### config.mk
export PLATFORM = sky130hd
export DESIGN_NAME = register_writeback
export DESIGN_NICKNAME = d
export VERILOG_FILES = /design/src/rtl/register_writeback_pkg.sv /design/src/rtl/register_writeback_fifo.sv /design/src/rtl/register_writeback.sv
export SDC_FILE = /design/constraint.sdc
export NUM_CORES = 1
export LEC_CHECK = 0
export ABC_AREA = 1
export CAP_MARGIN = 20
export CORE_MARGIN = 2
export CORE_UTILIZATION = 45
export CTS_CLUSTER_SIZE = 14
export DETAILED_ROUTE_END_ITERATION = 10
export PLACE_DENSITY_LB_ADDON = 0.2
export SETUP_SLACK_MARGIN = 0.1
export SYNTH_ARGS = -nofsm -noshare
export SYNTH_HDL_FRONTEND = slang
export SYNTH_HIERARCHICAL = 1
export SYNTH_SLANG_ARGS = --single-unit
### constraint.sdc
create_clock -name i_clk -period 7.05 [get_ports i_clk]
set_clock_uncertainty 0.1 [all_clocks]
set_input_delay 1.41 -clock i_clk [delete_from_list [all_inputs] [get_ports i_clk]]
set_output_delay 1.41 -clock i_clk [all_outputs]
set_load 0.005 [all_outputs]
### src/rtl/register_writeback_pkg.sv
// register_writeback_pkg: shared types and sizes for the register-file writeback path.
package register_writeback_pkg;
    localparam int XLEN     = 32;
    localparam int WB_DEPTH = 4;
    localparam int AW       = 5;

    typedef struct packed {
        logic [AW-1:0]   waddr;
        logic [XLEN-1:0] wdata;
    } wb_entry_type;

    typedef struct packed {
        logic            alu_valid;
        logic [AW-1:0]   alu_waddr;
        logic [XLEN-1:0] alu_wdata;
        logic            lsu_valid;
        logic [AW-1:0]   lsu_waddr;
        logic [XLEN-1:0] lsu_wdata;
        logic            iss_valid;
        logic [AW-1:0]   iss_waddr;
        logic            chk_rden1;
        logic [AW-1:0]   chk_raddr1;
        logic            chk_rden2;
        logic [AW-1:0]   chk_raddr2;
        logic            chk_wren;
        logic [AW-1:0]   chk_waddr;
    } writeback_in_type;

    typedef struct packed {
        logic            lsu_ready;
        logic            hazard;
        logic            wb_wren;
        logic [AW-1:0]   wb_waddr;
        logic [XLEN-1:0] wb_wdata;
    } writeback_out_type;
endpackage

### src/rtl/register_writeback_fifo.sv
// register_writeback_fifo: DEPTH-entry synchronous FIFO for long-latency results.
// Pointers carry one extra wrap bit so full and empty are distinguishable.
module register_writeback_fifo
    import register_writeback_pkg::*;
#(
    parameter int DEPTH = WB_DEPTH
) (
    input  logic         i_clk,
    input  logic         i_rst_n,
    input  logic         i_push,
    input  wb_entry_type i_entry,
    input  logic         i_pop,
    output logic         o_full,
    output logic         o_empty,
    output wb_entry_type o_head
);
    localparam int PW = $clog2(DEPTH);

    logic [PW:0]  r_wptr;
    logic [PW:0]  r_rptr;
    wb_entry_type r_mem [DEPTH];

    assign o_empty = r_wptr == r_rptr;
    assign o_full  = (r_wptr[PW] != r_rptr[PW]) && (r_wptr[PW-1:0] == r_rptr[PW-1:0]);
    assign o_head  = r_mem[r_rptr[PW-1:0]];

    always_ff @(posedge i_clk or negedge i_rst_n) begin
        if (!i_rst_n) begin
            r_wptr <= '0;
            r_rptr <= '0;
        end else begin
            if (i_push) r_wptr <= r_wptr + 1'b1;
            if (i_pop)  r_rptr <= r_rptr + 1'b1;
        end
    end

    always_ff @(posedge i_clk) begin
        if (i_push) r_mem[r_wptr[PW-1:0]] <= i_entry;
    end
endmodule

### src/rtl/register_writeback.sv
// register_writeback: merges ALU and long-latency results onto the single register-file
// write port, tracks registers with outstanding long-latency writes and flags decode hazards.
module register_writeback
    import register_writeback_pkg::*;
#(
    parameter int DEPTH = WB_DEPTH
) (
    input  logic            i_clk,
    input  logic            i_rst_n,
    input  logic            i_alu_valid,
    input  logic [AW-1:0]   i_alu_waddr,
    input  logic [XLEN-1:0] i_alu_wdata,
    input  logic            i_lsu_valid,
    output logic            o_lsu_ready,
    input  logic [AW-1:0]   i_lsu_waddr,
    input  logic [XLEN-1:0] i_lsu_wdata,
    input  logic            i_iss_valid,
    input  logic [AW-1:0]   i_iss_waddr,
    input  logic            i_chk_rden1,
    input  logic [AW-1:0]   i_chk_raddr1,
    input  logic            i_chk_rden2,
    input  logic [AW-1:0]   i_chk_raddr2,
    input  logic            i_chk_wren,
    input  logic [AW-1:0]   i_chk_waddr,
    output logic            o_hazard,
    output logic            o_wb_wren,
    output logic [AW-1:0]   o_wb_waddr,
    output logic [XLEN-1:0] o_wb_wdata
);
    logic            w_push;
    logic            w_pop;
    logic            w_full;
    logic            w_empty;
    wb_entry_type    w_head;
    logic [31:0]     w_set;
    logic [31:0]     w_clr;
    logic            w_wbm1;
    logic            w_wbm2;
    logic [31:0]     r_busy;
    logic            r_wb_wren;
    logic [AW-1:0]   r_wb_waddr;
    logic [XLEN-1:0] r_wb_wdata;

    register_writeback_fifo #(.DEPTH(DEPTH)) u_fifo (
        .i_clk   (i_clk),
        .i_rst_n (i_rst_n),
        .i_push  (w_push),
        .i_entry ('{waddr: i_lsu_waddr, wdata: i_lsu_wdata}),
        .i_pop   (w_pop),
        .o_full  (w_full),
        .o_empty (w_empty),
        .o_head  (w_head)
    );

    // ALU has strict priority; the FIFO only drains on ALU-idle cycles.
    assign o_lsu_ready = !w_full;
    assign w_push      = i_lsu_valid && !w_full;
    assign w_pop       = !i_alu_valid && !w_empty;
    assign w_set       = (i_iss_valid && i_iss_waddr != '0) ? (32'd1 << i_iss_waddr) : '0;
    assign w_clr       = (w_pop && w_head.waddr != '0) ? (32'd1 << w_head.waddr) : '0;

    always_ff @(posedge i_clk or negedge i_rst_n) begin
        if (!i_rst_n) r_busy <= '0;
        else          r_busy <= (r_busy & ~w_clr) | w_set;
    end

    always_ff @(posedge i_clk or negedge i_rst_n) begin
        if (!i_rst_n) begin
            r_wb_wren  <= 1'b0;
            r_wb_waddr <= '0;
            r_wb_wdata <= '0;
        end else if (i_alu_valid) begin
            r_wb_wren  <= i_alu_waddr != '0;
            r_wb_waddr <= i_alu_waddr;
            r_wb_wdata <= i_alu_wdata;
        end else if (w_pop) begin
            r_wb_wren  <= w_head.waddr != '0;
            r_wb_waddr <= w_head.waddr;
            r_wb_wdata <= w_head.wdata;
        end else begin
            r_wb_wren  <= 1'b0;
        end
    end

    // A value sitting in wb_* is not yet readable from the register file.
    always_comb begin
        w_wbm1   = r_wb_wren && r_wb_waddr == i_chk_raddr1 && i_chk_raddr1 != '0;
        w_wbm2   = r_wb_wren && r_wb_waddr == i_chk_raddr2 && i_chk_raddr2 != '0;
        o_hazard = (i_chk_rden1 && (r_busy[i_chk_raddr1] || w_wbm1))
                 | (i_chk_rden2 && (r_busy[i_chk_raddr2] || w_wbm2))
                 | (i_chk_wren && r_busy[i_chk_waddr]);
    end

    assign o_wb_wren  = r_wb_wren;
    assign o_wb_waddr = r_wb_waddr;
    assign o_wb_wdata = r_wb_wdata;

    // Re-issue is legal only when the same cycle's pop retires the older write.
    a_iss_not_busy: assert property (@(posedge i_clk) disable iff (!i_rst_n)
        !(i_iss_valid && r_busy[i_iss_waddr] && !w_clr[i_iss_waddr]));
endmodule

==> results.json, run 1 <==
{
  "status": "finished clean",
  "path_delay_family": "buffers and inverters",
  "synth_area_per_cell_sq_um": 9.73,
  "synth_cell_types": 32,
  "finalCritPeriodShare": 0.731,
  "num_vias": 8105,
  "die_h_microns": 157,
  "drtAntennaViolNets": 0,
  "drc": 0,
  "fillers": 2121,
  "hold_class": "reg2reg",
  "grt_use_total": 0.212,
  "firstDrtPassIters": 6,
  "synth_edf_count": 148,
  "num_rows": 56,
  "gp_congestion": 0.873,
  "fin_ws_ps": 1890,
  "ir_drop_uv": 236,
  "p_per_area_mw_per_mm2": 406,
  "worstHoldStart": "o_wb_wdata[28]$_DFFE_PN0P_",
  "syn-num-nets": 1196,
  "p_leak_nw": 5.26,
  "maxCapViolCount": 0,
  "numPortBuffers": 141,
  "synth_area_leaders": "edfxtp_1 42%, dfrtp_1 18%, nand2_1 13%",
  "crit_required_ps": 5540,
  "r2r-start": "u_fifo/r_rptr[1]$_DFFE_PN0P_",
  "reg2reg_slack_ps": 3860,
  "routed_wl_mm": 26.1,
  "yosysWarningCount": 6,
  "die_area_sq_mm": 0.0248,
  "drv_slew": 0,
  "io-pin-count": 142,
  "viasPerCell": 5.24,
  "drt_iter0_markers": 515,
  "fin_crit_ps": 5160,
  "clk_pin_slew_ps": 60,
  "finalSetupTns_ps": 0,
  "startpoint_type": "input port",
  "min_delay_worst_endpoint": "o_wb_wdata[28]$_DFFE_PN0P_",
  "dpl_cell_area_sq_mm": 0.0121,
  "worst_pin_slew_ps": 950,
  "reg2reg_to": "u_fifo/r_mem[3][23]$_DFFE_PP_",
  "grt_pass1_wl_mm": 41.1,
  "clock_latency_ps": 500,
  "drive_above_1_share": 0.0644,
  "r2r.worst_path.cells": 9,
  "hold_depth": 2,
  "crit_type": "in2out",
  "holdBufCountCts": 0,
  "wl_per_cell_microns": 16.8,
  "nets": 1316,
  "grt_antenna_before_repair": 2,
  "post-dp-hpwl_mm": 16.6,
  "synth-seq-cells": 224,
  "die_w_microns": 157,
  "ys_async_sr_fraction": 0.339,
  "post-cts-setup-buffers": 0,
  "rsz0062_at_grt": "false",
  "path_buf_inv": 3,
  "arrival_ps": 3650,
  "syn_to_final_growth_pct": 22.0,
  "crit_top_cell": "nand3_1",
  "ys_seq_area_frac": 0.599,
  "place_ws_ps": 1920,
  "fin_area_sq_mm": 0.0129,
  "cts_made_buffers": 24,
  "grt_overflow_total": 0,
  "syn-instance-count": 1089,
  "htree_levels": 1,
  "max_stage_delay_ps": 760,
  "cts_resized": 0,
  "grt_max_degree": 98,
  "synth_most_common_cell": "nand2_1",
  "ctsLongestPathBuffers": 3,
  "hold_ws_ps": 382,
  "core_sq_mm": 0.0233,
  "netlist.area_leader.share": 0.420,
  "synth_top_area_cell": "edfxtp_1",
  "critPathMaxFanout": 18,
  "slowest_stage": "clkdlybuf4s50_1",
  "critical_path_cell_count": 11,
  "path_cells": "clkdlybuf4s50_1, inv_4, nand2_1, nand3_1, nand3_1, nand3_1, nand3_1, nand3_1, nand2_1, nand3_1, clkdlybuf4s50_1",
  "grt_pass1_vias": 7697,
  "initial_utilization": 0.455,
  "clockRootBuffer": "clkbuf_16",
  "max_freq_mhz": 194,
  "critPathCaptureType": "primary output",
  "final_util": 0.556,
  "syn-cell-area_sq_mm": 0.0106,
  "finalSetupViolCount": 0,
  "hold_violations": 0,
  "relSlewSlack": 0.366,
  "tritoncts": "done",
  "yosys-top-cells-count": "358 x nand2_1, 148 x edfxtp_1, 117 x nand3_1",
  "cts.sinks": 224,
  "synth_ff_type": "edfxtp_1"
}
## cells by family (layout without fill, tap and decap cells)
| logic type | Yosys count | in the layout | share of synthesized area |
|---|---|---|---|
| adders and majority gates | 5 | 5 | 0.00591 |
| DFF | 224 | 224 | 0.599 |
| and+or+nand+nor | 516 | 516 | 0.204 |
| buffers and inverters | 178 | 316 | 0.0836 |
| other | 0 | 2 | 0 |
| AOI/OAI and AO/OA | 158 | 158 | 0.100 |
| xor gates and xnor gates | 8 | 8 | 0.00662 |
## tightest hold or removal path, stage by stage (launching register included)
cell and delay [ps]:
dfrtp_1 340, nand2_1 50, nand3_1 50
## per-layer routing
layer	vias to the layer above	global-route usage	routed length, microns
li1	3923	-	-
met1	3841	0.277	10900
met2	283	0.361	12500
met3	58	0.0352	1780
met4	0	0.0693	797
met5	-	0	0
## layout make-up
cell class / instances / area (sq um) / share of cell area
Antenna cell: 2 / 5.00 / 0.000387
Tap cell: 319 / 399 / 0.0309
Timing Repair Buffer: 151 / 1490 / 0.115
Inverter: 121 / 462 / 0.0357
Clock buffer: 30 / 654 / 0.0506
Clock inverter: 14 / 203 / 0.0157
Sequential cell: 224 / 6350 / 0.491
Multi-Input combinational cell: 687 / 3360 / 0.260
## worst max-delay path by stage
stage                    startpoint       end  slack [ps]
global placement     i_chk_waddr[0]  o_hazard        1960
detailed placement   i_chk_waddr[0]  o_hazard        1920
finish              i_chk_raddr2[0]  o_hazard        1890
global route        i_chk_raddr1[0]  o_hazard        1690
CTS                  i_chk_waddr[0]  o_hazard        1910
floorplan            i_chk_waddr[0]  o_hazard        3320
## cells in the final DEF, fill, tap and decap left out, types with 2 or more instances in the layout
master           synthesis  final
inv_2                    6      6
inv_1                  112    108
o211ai_2                12     12
clkbuf_16                0     25
o22ai_1                  4      4
o21ai_1                 24     24
xor2_1                   5      5
buf_4                    8     10
nand2_1                358    358
diode_2                  0      2
xnor2_1                  3      3
ha_1                     5      5
o21ai_0                 43     43
o211ai_1                63     63
o221ai_1                 4      4
nor3_1                   8      8
nand3_1                117    117
clkinvlp_4               0      2
nor2_2                   2      3
a21oi_1                  6      6
clkinv_2                 0      5
clkinv_1                 0      5
nor2_1                  11     10
clkdlybuf4s50_1          0    139
inv_4                    3      3
nand4_1                 15     15
edfxtp_1               148    148
dfrtp_1                 76     75
bufinv_16                0      5
clkbuf_1                13      4
nor2_4                   2      2
## sequential cells by signal, indices dropped and copies added (netlist names)
register / cells
u_fifo/r_mem: 148
u_fifo/r_rptr: 3
r_busy: 32
o_wb_waddr: 5
u_fifo/r_wptr: 3
o_wb_wren: 1
o_wb_wdata: 32
## per-stage QoR
| step | total power, mW | cells |
|---|---|---|
| 5_1_grt | 5.58 | 1548 |
| 2_1_floorplan | 3.28 | 1089 |
| 6_report | 5.25 | 1548 |
| 4_1_cts | 5.29 | 1546 |
| 3_3_place_gp | 3.89 | 1501 |
| 3_5_place_dp | 3.93 | 1502 |
## power breakdown
part           internal (mW)  switching, mW  total (mW)  leakage (nW)
logic                  0.685           1.05        1.74          2.56
registers               1.83          0.347        2.17          2.28
clock network          0.843          0.498        1.34         0.417
total                   3.36           1.89        5.25          5.26
No activity file was read; power rests on OpenSTA's default activity.
==> run 2, diff against run 1 <==
==> constraint.sdc (replaced) <==
create_clock -name i_clk -period 5.1 [get_ports i_clk]
set_clock_uncertainty 0.1 [all_clocks]
set_input_delay 1.02 -clock i_clk [delete_from_list [all_inputs] [get_ports i_clk]]
set_output_delay 1.02 -clock i_clk [all_outputs]
set_load 0.005 [all_outputs]
==> results.json, run 2 (synthesis gave the netlist of run 1 again) <==
{
  "clock_latency_ps": 510,
  "grt_max_degree": 107,
  "clockRootBuffer": "clkbuf_16",
  "hold_class": "reg2reg",
  "max_freq_mhz": 227,
  "startpoint_type": "input port",
  "fin_area_sq_mm": 0.0129,
  "critPathMaxFanout": 18,
  "cts.sinks": 224,
  "hold_ws_ps": 383,
  "core_sq_mm": 0.0233,
  "route.met2.wl_mm": 12.7,
  "relSlewSlack": 0.357,
  "gp_congestion": 0.859,
  "drc": 0,
  "fin_ws_ps": 703,
  "dpl_cell_area_sq_mm": 0.0120,
  "wl_per_cell_microns": 16.9,
  "post-cts-setup-buffers": 0,
  "critPathCaptureType": "primary output",
  "wirelength_met1_mm": 10.8,
  "crit_type": "in2out",
  "drtAntennaViolNets": 0,
  "fin_crit_ps": 4400,
  "p_per_area_mw_per_mm2": 559,
  "tritoncts": "done",
  "cts_made_buffers": 25,
  "worst_pin_slew_ps": 959,
  "finalCritPeriodShare": 0.862,
  "place_ws_ps": 764,
  "drive_above_1_share": 0.0667,
  "status": "finished clean",
  "htree_levels": 1,
  "grt_antenna_before_repair": 2,
  "p_leak_nw": 5.28,
  "fillers": 2081,
  "die_area_sq_mm": 0.0248,
  "finalSetupViolCount": 0,
  "post-dp-hpwl_mm": 16.6,
  "num_rows": 56,
  "syn_to_final_growth_pct": 22.2,
  "arrival_ps": 3280,
  "grt_use_total": 0.211,
  "rsz0062_at_grt": "false",
  "drv_slew": 0,
  "crit_required_ps": 3980,
  "cts_resized": 0,
  "nets": 1319,
  "routed_wl_mm": 26.3,
  "largest_reg_flops": 148,
  "top_layer": "met5",
  "io-pin-count": 142,
  "grt_pass1_vias": 7505,
  "hold_violations": 0,
  "firstDrtPassIters": 5,
  "placed_cells_incl_taps": 1501,
  "grt_pass1_wl_mm": 40.4,
  "maxCapViolCount": 0,
  "ir_drop_uv": 288,
  "die_h_microns": 157,
  "grt_overflow_total": 0,
  "layout_common_cells": "358 x nand2_1, 148 x edfxtp_1, 139 x clkdlybuf4s50_1, 117 x nand3_1, 108 x inv_1",
  "layout_commonest_cell": "nand2_1",
  "die_w_microns": 157,
  "viasPerCell": 5.23,
  "numPortBuffers": 141,
  "drt_iter0_markers": 482,
  "num_vias": 8103,
  "routed-wl-met3_mm": 1.73,
  "ctsLongestPathBuffers": 3,
  "finalSetupTns_ps": 0,
  "initial_utilization": 0.455,
  "clk_pin_slew_ps": 60,
  "holdBufCountCts": 0,
  "final_cells": 1550
}
==> run 2: layout make-up <==
cell class                      count  area [sq um]  share of cell area
Timing Repair Buffer              153          1540               0.119
Tap cell                          319           399              0.0308
Sequential cell                   224          6350               0.491
Clock buffer                       31           668              0.0516
Clock inverter                     14           159              0.0123
Multi-Input combinational cell    687          3360               0.260
Antenna cell                        1          2.50            0.000193
Inverter                          121           462              0.0357
==> run 2: stage by stage <==
| stage | util | total power [mW] |
|---|---|---|
| 6_report | 0.556 | 7.23 |
| 5_1_grt | 0.556 | 7.68 |
| 4_1_cts | 0.553 | 7.25 |
| 3_5_place_dp | 0.518 | 5.44 |
| 3_3_place_gp | 0.518 | 5.42 |
| 2_1_floorplan | - | 4.53 |
==> run 2: power breakdown <==
part	switching (mW)	internal (mW)
Sequential	0.459	2.53
Combinational	1.49	0.972
Clock	0.700	1.08
Total	2.65	4.58
==> run 2: critical path, stage by stage <==
cell and delay (ps):
clkdlybuf4s50_1 920, inv_4 200, nand2_1 110, nand3_1 60, nand3_1 100, nand3_1 80
nand3_1 80, nand3_1 110, nand2_1 70, nand3_1 60, clkdlybuf4s50_1 440
==> run 2: path summary, 6_finish.rpt <==
kind / from / end / slack (ps) / cells after the start
max in group asynchronous: i_rst_n / u_fifo/r_rptr[0]$_DFFE_PN0P_ / 3860 / 2
min: o_wb_wdata[21]$_DFFE_PN0P_ / o_wb_wdata[21]$_DFFE_PN0P_ / 380 / 2
min in group asynchronous: i_rst_n / r_busy[13]$_DFF_PN0_ / 410 / 1
min reg2reg: o_wb_wdata[21]$_DFFE_PN0P_ / o_wb_wdata[21]$_DFFE_PN0P_ / 380 / 2
max: i_chk_raddr2[0] / o_hazard / 700 / 11
max reg2reg: u_fifo/r_rptr[1]$_DFFE_PN0P_ / u_fifo/r_mem[1][17]$_DFFE_PP_ / 1990 / 9
==> run 2: layer usage <==
metal | up-vias | global-route usage
li1 | 3937 | -
met2 | 274 | 0.358
met5 | - | 0
met3 | 79 | 0.0377
met1 | 3811 | 0.270
met4 | 2 | 0.0779
==> run 3, diff against run 2 <==
--- a/config.mk
+++ b/config.mk
@@ -11,7 +11,7 @@
 export CORE_UTILIZATION = 45
 export CTS_CLUSTER_SIZE = 14
 export DETAILED_ROUTE_END_ITERATION = 10
-export PLACE_DENSITY_LB_ADDON = 0.2
+export PLACE_DENSITY = 0.67
 export SETUP_SLACK_MARGIN = 0.1
 export SYNTH_ARGS = -nofsm -noshare
 export SYNTH_HDL_FRONTEND = slang
==> results.json, run 3 (synthesis gave the netlist of run 1 again) <==
{
  "largest_reg_flops": 148,
  "slowest_stage": "clkdlybuf4s50_1",
  "rsz0062_at_grt": "false",
  "crit_type": "in2out",
  "wirelength_met1_mm": 10.7,
  "grt_antenna_before_repair": 1,
  "nets": 1311,
  "core_sq_mm": 0.0233,
  "cts.sinks": 224,
  "firstDrtPassIters": 5,
  "clock_latency_ps": 510,
  "tritoncts": "done",
  "routed_wl_mm": 25.7,
  "crit_required_ps": 3980,
  "crit_top_cell": "nand3_1",
  "relSlewSlack": 0.342,
  "top_layer": "met4",
  "grt_overflow_total": 0,
  "place_ws_ps": 758,
  "cts_made_buffers": 24,
  "die_w_microns": 157,
  "finalSetupViolCount": 0,
  "drt_iter0_markers": 578,
  "path_cells": "clkdlybuf4s50_1, inv_4, nand2_1, nand3_1, nand3_1, nand3_1, nand3_1, nand3_1, nand2_1, nand3_1, clkdlybuf4s50_1",
  "finalCritPeriodShare": 0.868,
  "num_rows": 56,
  "arrival_ps": 3310,
  "drc": 0,
  "fillers": 2092,
  "syn_to_final_growth_pct": 20.6,
  "die_h_microns": 157,
  "htree_levels": 1,
  "seq_area_sq_mm": 0.00635,
  "finalSetupTns_ps": 0,
  "final_util": 0.549,
  "ctsLongestPathBuffers": 3,
  "critPathCaptureType": "primary output",
  "critPathMaxFanout": 18,
  "clockRootBuffer": "clkbuf_16",
  "post-cts-setup-buffers": 0,
  "worst_pin_slew_ps": 986,
  "cts_resized": 0,
  "maxCapViolCount": 0,
  "fin_crit_ps": 4430,
  "drtAntennaViolNets": 0,
  "post-dp-hpwl_mm": 16.3,
  "status": "finished clean",
  "viasPerCell": 5.21,
  "holdBufCountCts": 0,
  "io-pin-count": 142,
  "grt_pass1_vias": 7531,
  "multiInputGateArea_sq_mm": 0.00337,
  "initial_utilization": 0.455,
  "grt_pass1_wl_mm": 40.0,
  "routed-wl-met3_mm": 2.01,
  "wl_per_cell_microns": 16.7,
  "gp_congestion": 0.873,
  "hold_ws_ps": 359,
  "startpoint_type": "input port",
  "power_mw": 6.99,
  "p_per_area_mw_per_mm2": 548,
  "drv_slew": 0,
  "ir_drop_uv": 264,
  "die_area_sq_mm": 0.0248,
  "fin_ws_ps": 674,
  "num_vias": 8034,
  "clk_pin_slew_ps": 60,
  "p_leak_nw": 5.20,
  "grt_max_degree": 84,
  "layout_common_cells": "358 x nand2_1, 148 x edfxtp_1, 139 x clkdlybuf4s50_1, 117 x nand3_1, 108 x inv_1",
  "max_stage_delay_ps": 770,
  "hold_class": "in2async",
  "route.met2.wl_mm": 12.3,
  "drive_above_1_share": 0.0614,
  "grt_use_total": 0.207,
  "numPortBuffers": 141,
  "layout_commonest_cell": "nand2_1",
  "max_freq_mhz": 226,
  "hold_violations": 0
}
run 3: per-layer routing:
layer  up-vias  GRT usage
li1       3923          -
met1      3750      0.274
met2       316      0.347
met3        45     0.0352
met4         0     0.0680
met5         -          0
run 3: power breakdown:
part	internal, mW	leakage, nW	switching [mW]	total, mW
Sequential	2.53	2.28	0.516	3.05
Clock	0.942	0.369	0.672	1.61
Combinational	0.928	2.55	1.41	2.33
Total	4.40	5.20	2.59	6.99
run 3: critical path, delay by kind of cell:
kind | cells | cell delay (ps)
buffers and inverters | 3 | 1590
AND/OR/NAND/NOR | 8 | 690
run 3: metrics by stage:
stage / instances / area, sq um
6_report: 1542 / 12800
4_1_cts: 1541 / 12800
5_1_grt: 1541 / 12800
2_1_floorplan: 1089 / 10600
3_5_place_dp: 1497 / 12000
3_3_place_gp: 1497 / 12000
run 3: path summary, 6_finish.rpt:
check / start / to / cells past startpoint / slack (ps)
setup / recovery: i_chk_raddr2[0] / o_hazard / 11 / 670
min in group i_clk: o_wb_wdata[26]$_DFFE_PN0P_ / o_wb_wdata[26]$_DFFE_PN0P_ / 2 / 380
setup reg to reg: u_fifo/r_rptr[0]$_DFFE_PN0P_ / u_fifo/r_mem[3][24]$_DFFE_PP_ / 6 / 1970
max in group asynchronous: i_rst_n / u_fifo/r_rptr[0]$_DFFE_PN0P_ / 2 / 3520
hold / removal: i_rst_n / r_busy[25]$_DFF_PN0_ / 1 / 360
hold reg to reg: o_wb_wdata[26]$_DFFE_PN0P_ / o_wb_wdata[26]$_DFFE_PN0P_ / 2 / 380
run 3: cell type report:
| cell class | count | area share |
|---|---|---|
| sequential | 224 | 0.497 |
| multi-input combinational | 687 | 0.264 |
| timing repair buffer | 146 | 0.113 |
| clock buffer | 33 | 0.0537 |
| inverter | 121 | 0.0362 |
| tap | 319 | 0.0313 |
| clock inverter | 11 | 0.00480 |
| antenna | 1 | 0.000196 |
